### config.mk
export PLATFORM = sky130hd
export DESIGN_NAME = timer_scheduler
export DESIGN_NICKNAME = d
export VERILOG_FILES = /design/src/rtl/timer_scheduler_pkg.sv /design/src/rtl/timer_scheduler_cycle_timer.sv /design/src/rtl/timer_scheduler.sv
export SDC_FILE = /design/constraint.sdc
export NUM_CORES = 1
export LEC_CHECK = 0
export CAP_MARGIN = 10
export CORE_ASPECT_RATIO = 0.5
export CORE_MARGIN = 5
export CORE_UTILIZATION = 25
export DETAILED_ROUTE_END_ITERATION = 8
export PLACE_DENSITY = 0.49
export SLEW_MARGIN = 20
export SYNTH_ARGS = -nofsm -noshare
export SYNTH_HDL_FRONTEND = slang
export SYNTH_HIERARCHICAL = 1
export SYNTH_SLANG_ARGS = --single-unit
### constraint.sdc
create_clock -name clock -period 4.5 [get_ports clock]
set_clock_uncertainty 0.15 [all_clocks]
set_input_delay 0.9 -clock clock [delete_from_list [all_inputs] [get_ports clock]]
set_output_delay 0.9 -clock clock [all_outputs]
set_load 0.1 [all_outputs]
### src/rtl/timer_scheduler_pkg.sv
// Shared types and the round-robin picker for the timer scheduler.
package timer_scheduler_pkg;

  localparam int MAX_REQUESTERS = 32;

  typedef enum logic [1:0] {
    IDLE = 2'd0,
    LOAD = 2'd1,
    RUN  = 2'd2
  } timer_scheduler_state_t;

  // One-hot grant of the first valid client after ptr, wrapping within n clients.
  function automatic logic [MAX_REQUESTERS-1:0] rr_pick(
    input logic [MAX_REQUESTERS-1:0] valid,
    input int                        ptr,
    input int                        n
  );
    logic [MAX_REQUESTERS-1:0] grant;
    logic                      found;
    int                        idx;
    grant = '0;
    found = 1'b0;
    for (int k = 1; k <= MAX_REQUESTERS; k++) begin
      if (k <= n) begin
        idx = ptr + k;
        if (idx >= n) idx = idx - n;
        if (!found && valid[idx[4:0]]) begin
          grant[idx[4:0]] = 1'b1;
          found = 1'b1;
        end
      end
    end
    return grant;
  endfunction

endpackage

### src/rtl/timer_scheduler_cycle_timer.sv
// Loadable down-counter; expired rises the cycle after the count reaches zero
// and stays high until the next load.
module cycle_timer #(
  parameter int BIT_WIDTH = 16
) (
  input  logic                 clock,
  input  logic                 reset_n,
  input  logic                 enable,
  input  logic                 load_count,
  input  logic [BIT_WIDTH-1:0] count,
  output logic                 expired
);

  logic [BIT_WIDTH-1:0] remaining;

  always_ff @(posedge clock or negedge reset_n) begin
    if (!reset_n) begin
      remaining <= '0;
      expired   <= 1'b0;
    end else if (enable) begin
      if (load_count) begin
        remaining <= count;
        expired   <= 1'b0;
      end else if (remaining == '0) begin
        expired <= 1'b1;
      end else begin
        remaining <= remaining - 1'b1;
      end
    end
  end

endmodule

### src/rtl/timer_scheduler.sv
// Round-robin sharing of one cycle_timer between several timeout clients.
// state | meaning
// IDLE  | timer free; grant offered to the round-robin winner
// LOAD  | captured count being loaded into the timer
// RUN   | timer counting down for the owner
module timer_scheduler
  import timer_scheduler_pkg::*;
#(
  parameter int NUM_REQUESTERS = 4,
  parameter int BIT_WIDTH      = 16
) (
  input  logic                                clock,
  input  logic                                reset_n,
  input  logic [NUM_REQUESTERS-1:0]           request_valid,
  input  logic [NUM_REQUESTERS*BIT_WIDTH-1:0] request_count,
  output logic [NUM_REQUESTERS-1:0]           request_ready,
  input  logic [NUM_REQUESTERS-1:0]           cancel,
  output logic [NUM_REQUESTERS-1:0]           timeout_expired,
  output logic                                busy,
  output logic [$clog2(NUM_REQUESTERS)-1:0]   owner
);

  localparam int OW = $clog2(NUM_REQUESTERS);

  timer_scheduler_state_t    state, state_next;
  logic [OW-1:0]             ptr, grant_idx;
  logic [BIT_WIDTH-1:0]      count_q, grant_count;
  logic [MAX_REQUESTERS-1:0] valid_ext, pick;
  logic                      grant_any, owner_cancel;
  logic                      timer_enable, timer_load, timer_expired;

  always_comb begin
    valid_ext = '0;
    valid_ext[NUM_REQUESTERS-1:0] = request_valid;
    pick          = rr_pick(valid_ext, int'(ptr), NUM_REQUESTERS);
    request_ready = (state == IDLE) ? pick[NUM_REQUESTERS-1:0] : '0;
    grant_any     = |request_ready;
    grant_idx     = '0;
    grant_count   = '0;
    for (int i = 0; i < NUM_REQUESTERS; i++) begin
      if (request_ready[i]) begin
        grant_idx   = OW'(i);
        grant_count = request_count[i*BIT_WIDTH +: BIT_WIDTH];
      end
    end
  end

  assign owner_cancel = cancel[owner];
  assign timer_load   = (state == LOAD);
  assign timer_enable = timer_load || (state == RUN && !timer_expired);

  // Owner cancel outranks a simultaneous expiry.
  always_comb begin
    state_next = state;
    case (state)
      IDLE:    if (grant_any) state_next = LOAD;
      LOAD:    state_next = owner_cancel ? IDLE : RUN;
      RUN:     if (owner_cancel || timer_expired) state_next = IDLE;
      default: state_next = IDLE;
    endcase
  end

  always_ff @(posedge clock or negedge reset_n) begin
    if (!reset_n) begin
      state           <= IDLE;
      ptr             <= OW'(NUM_REQUESTERS - 1);
      owner           <= '0;
      busy            <= 1'b0;
      timeout_expired <= '0;
      count_q         <= '0;
    end else begin
      state           <= state_next;
      timeout_expired <= '0;
      case (state)
        IDLE: begin
          if (grant_any) begin
            count_q <= grant_count;
            owner   <= grant_idx;
            ptr     <= grant_idx;
            busy    <= 1'b1;
          end
        end
        LOAD: begin
          if (owner_cancel) busy <= 1'b0;
        end
        RUN: begin
          if (owner_cancel) begin
            busy <= 1'b0;
          end else if (timer_expired) begin
            timeout_expired[owner] <= 1'b1;
            busy                   <= 1'b0;
          end
        end
        default: busy <= 1'b0;
      endcase
    end
  end

  cycle_timer #(.BIT_WIDTH(BIT_WIDTH)) u_timer (
    .clock      (clock),
    .reset_n    (reset_n),
    .enable     (timer_enable),
    .load_count (timer_load),
    .count      (count_q),
    .expired    (timer_expired)
  );

endmodule

== Yosys cells after proc, flatten, opt, wreduce, memory -nomap -nowiden ==
Index checks and enable logic that the tools add are counted.
Word-level totals
  logic and storage cells: 120
  input bits: 74
  register bits after elaboration: 44
Operators by class
  $add $sub $neg: 9
  equality and inequality tests: 7
  multiplexer cells: 55
  reductions and logical operators: 24
  bitwise operators: 3
  magnitude comparators: 14
Operators by type and width (count)
  16-bit two-way mux: 6
  4-bit two-way mux: 8
  5-bit by 6-bit < comparator with 1-bit output (second input constant): 4
  1-bit binary-select mux with 5-bit select: 4
  1-bit demux with 5-bit select: 4
  5-bit by 1-bit greater-or-equal comparator with 1-bit output (second input constant): 4
  1-bit two-way mux: 20
  5-bit two-way mux: 4
  16-bit logical NOT: 1
  16-bit by 1-bit subtractor with 16-bit output (second input constant): 1
  4-bit bitwise OR: 3
  3-bit by 3-bit subtractor with 4-bit output (second input constant): 3
  2-bit two-way mux: 5
  3-bit greater-or-equal comparator (second input constant): 3
  1-bit logical AND: 9
  2-bit AND reduction: 4
  2-bit by 2-bit adder with 3-bit output (second input constant): 2
  2-bit != test (second input constant): 3
  2-bit case mux with 3 select lines: 1
  4-bit by 3-bit subtractor with 5-bit output (second input constant): 1
  2-bit by 3-bit adder with 4-bit output (second input constant): 1
  4-bit by 3-bit greater-or-equal comparator with 1-bit output (second input constant): 1
  1-bit logical NOT: 4
  4-bit OR reduction: 1
  14 further kinds: 15

== Depth between registers and ports, before layout ==
Gate-level depths: netlist of the first run.
  depth in word-level cells: 20
  gate-level depth with buffers: 11
  gate-level depth less buffers: 9

== Hierarchy ==
The synthesis of the first run kept the hierarchy.
Modules (own cells, without submodules)
  timer_scheduler: cells each 190, area each 1870.5 sq um, sequential area each 678.2 sq um, instances 1
  cycle_timer: cells each 134, area each 1184.9 sq um, sequential area each 425.4 sq um, instances 1

== Least setup slack after synthesis of the first run ==
No wires, ideal clock.
  kind: register to output
  start: reg ptr[0]
  end: out request_ready[1]
  data required time: 3450 ps
  stages on the path, launching flop included: 9
  slack: 173 ps
  data arrival time: 3277 ps
  cells stage by stage: dfstp_2 > buf_6 > inv_1 > ha_1 > mux2i_1 > o22a_1 > a32oi_1 > o31a_2 > nor2_1
On the way
  word-level cells in the longest chain between the ends: 16
  elaborated cells on any way between the ends: 61
RTL lines
  start, declared: RTL line timer_scheduler.sv:26  | logic [OW-1:0] ptr, grant_idx;
  start signal, assigned: RTL line timer_scheduler.sv:66  | ptr <= OW'(NUM_REQUESTERS - 1);
  start signal, assigned: RTL line timer_scheduler.sv:79  | ptr <= grant_idx;
  parallel branches: the longest is 14 deep, another holds 5-bit by 6-bit < comparator with 1-bit output
  4-bit two-way mux *: RTL line timer_scheduler_pkg.sv:27  | if (!found && valid[idx[4:0]]) begin
  4-bit two-way mux *: RTL line timer_scheduler.sv:36  | request_ready = (state == IDLE) ? pick[NUM_REQUESTERS-1:0] : '0;
  end, declared: RTL line timer_scheduler.sv:16  | output logic [NUM_REQUESTERS-1:0] request_ready,
Every way passes the cells marked *. The select of a mux whose other input is x is not followed.

== Worst setup path in the final report of the first run ==
  start: reg ptr[1]
  end: out request_ready[2]
Same word-level chain as after synthesis.

==> flow_summary.json, run 1 <==
{
  "outcome": "complete, no violations",
  "dieArea_um2": 14700,
  "cts_tree": "yes",
  "dr.pass1.iters": 5,
  "ys_ff_latch": 44,
  "grt_setup_unrepaired": "no",
  "holdWs_ps": 336,
  "vias": 2907,
  "critPathMaxFanout": 7,
  "slew_headroom_pct": 33.8,
  "final_common_cell": "clkdlybuf4s50_1",
  "power_density_nw_per_um2": 875,
  "final_area_um2": 4250,
  "cts_sinks": 44,
  "antenna_found_initial": 0,
  "grt_usage_pct": 13.8,
  "synthMuxAreaShare_pct": 4.83,
  "peakVddDrop_uv": 386,
  "place.gp.congestion": 0.795,
  "ys_seq_area_share_pct": 36.1,
  "drtIter0Drc": 141,
  "wl_per_cell_um": 17.8,
  "dieWidth_um": 166,
  "crit_path_end_kind": "output pin",
  "path_clk_slew_ps": 60,
  "regArea_um2": 1100,
  "synth_area_per_cell_um2": 9.43,
  "synth_xor_area_share_pct": 0,
  "arrival_ps": 3030,
  "fp.coreArea_um2": 11900,
  "synth_top_family_by_area": "compound AO/OA/AOI/OAI gates",
  "root_buffer": "clkbuf_16",
  "fill_cells": 1217,
  "final_cells": 570,
  "fmax_ghz": 0.245,
  "internal-power_uw": 1830,
  "worstMarginPinSlew_ps": 990,
  "row_count": 28,
  "power_frac_clock_pct": 11.1,
  "yosys.area_share.simple_pct": 20.9,
  "finalNetCount": 487,
  "cts_inserted_buffers": 5,
  "dp.cells": 562,
  "syn_to_final_growth_pct": 39.2,
  "htree_levels": 2,
  "crit_type": "register to output pin",
  "clk_path_buf_depth": 2,
  "drc": 0,
  "seqPwrFrac_pct": 22.3,
  "ys_types": 66,
  "p_sw_share_pct": 50.9,
  "wl_um": 10100,
  "ctsHoldBuffers": 0,
  "ant_nets": 0,
  "syn_inst": 324,
  "grt_pass1_wl_um": 16100,
  "worstSetupStartpointType": "register",
  "grt_pass1_vias": 2838,
  "final-max-slew-violation-count": 0,
  "async_flop_share_pct": 100,
  "synth-compound-area-share_pct": 29.0,
  "synth_fa_ha_area_share_pct": 3.69,
  "synth_fp_nets": 407,
  "synth_area_um2": 3060,
  "ys_warn_count": 6,
  "hold_viol": 0,
  "antenna_cells": 0,
  "clock_latency_ps": 290,
  "maxCapViolCount": 0,
  "fin_tns_setup_ps": 0,
  "overflow": 0,
  "cts-resized-gates": 0,
  "synth_edf_count": 0,
  "die_y_um": 88.2,
  "mostFrequentLayoutCells": "clkdlybuf4s50_1, dfrtp_1, nand2_1",
  "multi_input_area_um2": 1790,
  "ios": 85,
  "grt_max_degree": 45,
  "port_buffers": 84,
  "worstPathRequired_ps": 3450,
  "cts_setup_buffers": 0,
  "initial_core_util_pct": 25.7,
  "placed_cell_area_um2": 4090,
  "power_switching_uw": 1900,
  "vias_per_cell": 5.10,
  "p_leak_uw": 0.00165,
  "hold_class": "register to register",
  "pwr-share-comb_pct": 66.6,
  "ys.flop_type": "dfrtp_1",
  "drive_gt1_share_pct": 12.6,
  "finalCriticalPeriod_ps": 4080,
  "fin_crit_sh_pct": 90.7,
  "dp.final_hpwl_um": 7680,
  "setup_viol": 0
}
cells in the mapped netlist, types with 8 or more instances:
cell type  count  area share (%)
ha_1           9             3.7
a22oi_1       14             3.4
a32oi_1       14             4.0
nand2_1       36             4.4
clkbuf_1       9             1.1
inv_1         12             1.5
nor2_1        26             3.2
mux2i_1        8             2.6
o211ai_1      15             3.7
a21oi_1        9             1.5
dfrtp_1       42              34
o21ai_0       11             1.8
layer usage:
layer | vias up | part of all wire [%] | GRT usage, %
met2 | 45 | 48 | 22.8
met5 | - | 0 | 0
met1 | 1440 | 48 | 19.6
met3 | 7 | 2.9 | 2.07
li1 | 1415 | - | -
met4 | 0 | 0.85 | 2.90
power by group through the flow:
| stage | sequential [uW] | combinational [uW] | clock [uW] |
|---|---|---|---|
| floorplan | 813 | 1830 | 0 |
| global placement | 837 | 2500 | 0 |
| detailed placement | 832 | 2500 | 0 |
| CTS | 829 | 2510 | 427 |
| global route | 861 | 2720 | 443 |
| finish | 831 | 2480 | 412 |
cells by family (layout without fill, tap and decap cells):
group           Yosys count  in the layout
compound gates          114            114
simple gates            114            114
flops                    44             44
buf+inv                  32            113
mux                      11             11
fa+ha+maj                 9              9
final timing paths:
kind / startpoint / end / slack, ps / cells after the start
worst min register to register: count_q[13]$_DFFE_PN0P_ / count_q[13]$_DFFE_PN0P_ / 340 / 2
min in group asynchronous: reset_n / u_timer/remaining[15]$_DFFE_PN0P_ / 470 / 1
worst min-delay path: count_q[13]$_DFFE_PN0P_ / count_q[13]$_DFFE_PN0P_ / 340 / 2
worst max register to register: ptr[1]$_DFFE_PN1P_ / count_q[1]$_DFFE_PN0P_ / 1050 / 10
max in group asynchronous: reset_n / u_timer/remaining[10]$_DFFE_PN0P_ / 3340 / 1
worst max-delay path: ptr[1]$_DFFE_PN1P_ / request_ready[2] / 420 / 8
sequential cells by signal, indices dropped and copies added, names as in the netlist:
name / flops
count_q: 16
timeout_expired: 4
u_timer/expired: 1
busy: 1
u_timer/remaining: 16
state: 2
ptr: 2
owner: 2
worst max-delay path, cell delays in order, from the launching register on:
cell and delay [ps]:
dfstp_2 610, inv_1 160, ha_1 390, mux2i_1 350
o22ai_2 190, a221oi_2 380, o21a_1 330, nor2_1 140
buf_12 190
layout make-up:
cell class | instances | area share [%]
tap | 165 | 4.85
sequential | 44 | 25.9
inverter | 12 | 1.06
clock inverter | 2 | 0.824
timing repair buffer | 93 | 22.2
clock buffer | 6 | 3.03
multi-input combinational | 248 | 42.0
through the flow:
stage	power, uW	utilization, %	worst slack (ps)
final	3720	35.8	417
after global routing	4020	35.8	227
after CTS	3770	35.8	418
after detailed placement	3330	34.4	460
after global placement	3330	34.4	479
after floorplan	2650	-	173
Power figures use the tool's default switching activity.
==> inputs of run 2 (changes only) <==
--- a/config.mk
+++ b/config.mk
@@ -10,6 +10,7 @@
 export CORE_MARGIN = 5
 export CORE_UTILIZATION = 25
 export DETAILED_ROUTE_END_ITERATION = 8
+export MAX_ROUTING_LAYER = met4
 export PLACE_DENSITY = 0.49
 export SLEW_MARGIN = 20
 export SYNTH_ARGS = -nofsm -noshare
==> constraint.sdc (replaced) <==
create_clock -name clock -period 4.5 [get_ports clock]
set_clock_uncertainty 0.15 [all_clocks]
set_input_delay 0.9 -clock clock [delete_from_list [all_inputs] [get_ports clock]]
set_output_delay 0.9 -clock clock [all_outputs]
set_load 0.01 [all_outputs]
==> run 2 against run 1 <==
  * Largest cell class unchanged
  * Wire length down 1.3%
  * Critical path depth is the same
  * Count of clock-buffer cells in the layout unchanged
  * Final cell count is 0.18% higher
  * Global-route usage hardly changed
  * Largest power group unchanged
  * Die area unchanged
  * First-iteration DRC count rose by 21%
  * Critical endpoint unchanged
  * Total power shrank 8.3%
  * Utilization decreased by 0.18 points
  * Non-clock buffer count increased by 1
  * Maximum frequency fell by 2.9%
  * Sequential power is essentially flat
==> flow_summary.json, run 2 (synthesis gave the netlist of run 1 again) <==
{
  "vias_per_cell": 5.10,
  "rrSetupSlack_ps": 790,
  "finalCriticalPeriod_ps": 4210,
  "path_clk_slew_ps": 60,
  "cts_sinks": 44,
  "mostFrequentLayoutCells": "clkdlybuf4s50_1, dfrtp_1, nand2_1",
  "maxCapViolCount": 0,
  "crit_path_end_kind": "output pin",
  "root_buffer": "clkbuf_16",
  "dieArea_um2": 14700,
  "crit_type": "register to output pin",
  "clk_path_buf_depth": 2,
  "wl_per_cell_um": 17.5,
  "pwr-share-comb_pct": 62.9,
  "final_common_cell": "clkdlybuf4s50_1",
  "reg.largest.list": "count_q x16, u_timer/remaining x16, timeout_expired x4",
  "grt_use_met2_pct": 21.8,
  "power_density_nw_per_um2": 807,
  "ant_nets": 0,
  "grt_pass1_vias": 2690,
  "crit_family": "compound AO/OA/AOI/OAI gates",
  "cts_inserted_buffers": 5,
  "power_switching_uw": 1620,
  "holdWs_ps": 354,
  "placed_cell_area_um2": 4050,
  "outcome": "complete, no violations",
  "grtUsageMet1_pct": 19.0,
  "critPathMaxFanout": 7,
  "hold_class": "register to register",
  "antenna_cells": 0,
  "reg2reg_to": "count_q[0]$_DFFE_PN0P_",
  "die_y_um": 88.2,
  "cts_tree": "yes",
  "grt_pass1_wl_um": 15700,
  "worstPathRequired_ps": 3450,
  "fill_cells": 1214,
  "dp.final_hpwl_um": 7520,
  "fin_tns_setup_ps": 0,
  "fmax_ghz": 0.238,
  "clock_latency_ps": 290,
  "worstMarginPinSlew_ps": 915,
  "internal-power_uw": 1800,
  "worstSetupStartpointType": "register",
  "drtIter0Drc": 171,
  "final-max-slew-violation-count": 0,
  "holdPathEnd": "count_q[13]$_DFFE_PN0P_",
  "finalNetCount": 488,
  "vias": 2910,
  "r2r_start": "ptr[1]$_DFFE_PN1P_",
  "antenna_found_initial": 0,
  "grt_usage_pct": 13.9,
  "seqPwrFrac_pct": 24.3,
  "grtUsageMet3_pct": 2.34,
  "slew_headroom_pct": 38.7,
  "syn_to_final_growth_pct": 38.5,
  "p_leak_uw": 0.00164,
  "port_buffers": 84,
  "dieWidth_um": 166,
  "setup_viol": 0,
  "total_power_uw": 3410,
  "ios": 85,
  "slowest_delay_ps": 630,
  "grt_max_degree": 45,
  "dr.pass1.iters": 4,
  "min_path_cells": 2,
  "cts-resized-gates": 0,
  "arrival_ps": 3160,
  "reg2reg_depth": 9,
  "cts_setup_buffers": 0,
  "cp_slowest_cell": "dfstp_2",
  "row_count": 28,
  "grt_setup_unrepaired": "no",
  "overflow": 0,
  "worst_hold_startpoint": "count_q[13]$_DFFE_PN0P_",
  "initial_core_util_pct": 25.7,
  "htree_levels": 2,
  "hold_viol": 0,
  "place.gp.congestion": 0.819,
  "busiest_layer": "met2",
  "fp.coreArea_um2": 11900,
  "drc": 0,
  "fin_crit_sh_pct": 93.5,
  "p_sw_share_pct": 47.4,
  "ctsHoldBuffers": 0,
  "final_area_um2": 4230,
  "power_frac_clock_pct": 12.8,
  "drive_gt1_share_pct": 12.1,
  "crit_chain": "inv_1 -> ha_1 -> mux2i_1 -> o22ai_2 -> a221oi_2 -> o21a_1 -> nor2_1 -> clkdlybuf4s50_1",
  "peakVddDrop_uv": 289,
  "wl_um": 10000,
  "cp.buffers_inverters": 2
}
==> run 2: cell types whose count changed in the layout (fill, tap and decap cells not counted) <==
| cell | before | now |
|---|---|---|
| clkbuf_1 | 1 | 0 |
| clkinv_2 | 1 | 0 |
| clkbuf_8 | 0 | 1 |
| buf_12 | 4 | 0 |
| clkinv_4 | 0 | 1 |
| buf_2 | 0 | 1 |
| clkdlybuf4s50_1 | 79 | 83 |
==> run 2: cell type report <==
cell class	instances	area, um^2	area share (%)
repair buffers	94	911	21.5
well taps	165	206	4.88
clock inverters	2	38.8	0.917
multi-input cells	248	1790	42.3
clock buffers	6	139	3.28
inverters	12	45.0	1.06
flip-flops and latches	44	1100	26.1
==> run 2: per-layer routing <==
| metal | part of all wire, % | vias to the layer above |
|---|---|---|
| met4 | 0.77 | 0 |
| met1 | 46 | 1413 |
| met3 | 5.3 | 7 |
| met2 | 47 | 69 |
| li1 | - | 1421 |
| met5 | 0 | - |
==> run 2: how the worst max path moves through the flow <==
stage / startpoint / endpoint / slack [ps] / depth (start not counted)
floorplan: ptr[0]$_DFFE_PN1P_ / request_ready[3] / 950 / 9
global placement: request_valid[2] / request_ready[2] / 320 / 7
detailed placement: request_valid[2] / request_ready[2] / 300 / 7
CTS: request_valid[2] / request_ready[2] / 290 / 7
global route: ptr[1]$_DFFE_PN1P_ / request_ready[0] / 40 / 8
finish: ptr[1]$_DFFE_PN1P_ / request_ready[2] / 290 / 8
==> run 2: worst min-delay path: stages (launching register included) <==
cell     delay (ps)
dfrtp_1         340
nand2_1          50
o21ai_1          70
==> run 2: power groups by stage <==
stage                     sequential [uW]  combinational [uW]  clock [uW]
after floorplan                       720                1650           0
after global placement                838                2160           0
after detailed placement              832                2150           0
after CTS                             827                2160         451
after global routing                  861                2370         470
final                                 830                2150         438
==> run 2: stage by stage <==
step	cells	utilization (%)	setup slack, ps
after floorplan	324	-	946
after global placement	563	34.1	322
after detailed placement	563	34.1	298
after CTS	571	35.6	290
after global routing	571	35.6	37.0
final	571	35.6	293
==> inputs of run 3 (changes only) <==
--- a/config.mk
+++ b/config.mk
@@ -10,6 +10,7 @@
 export CORE_MARGIN = 5
 export CORE_UTILIZATION = 25
 export DETAILED_ROUTE_END_ITERATION = 8
+export HOLD_SLACK_MARGIN = 0.06
 export MAX_ROUTING_LAYER = met4
 export PLACE_DENSITY = 0.49
 export SLEW_MARGIN = 20
==> results of run 3 <==
Same layout as run 2: the final DEF is identical, and so are final timing and power.
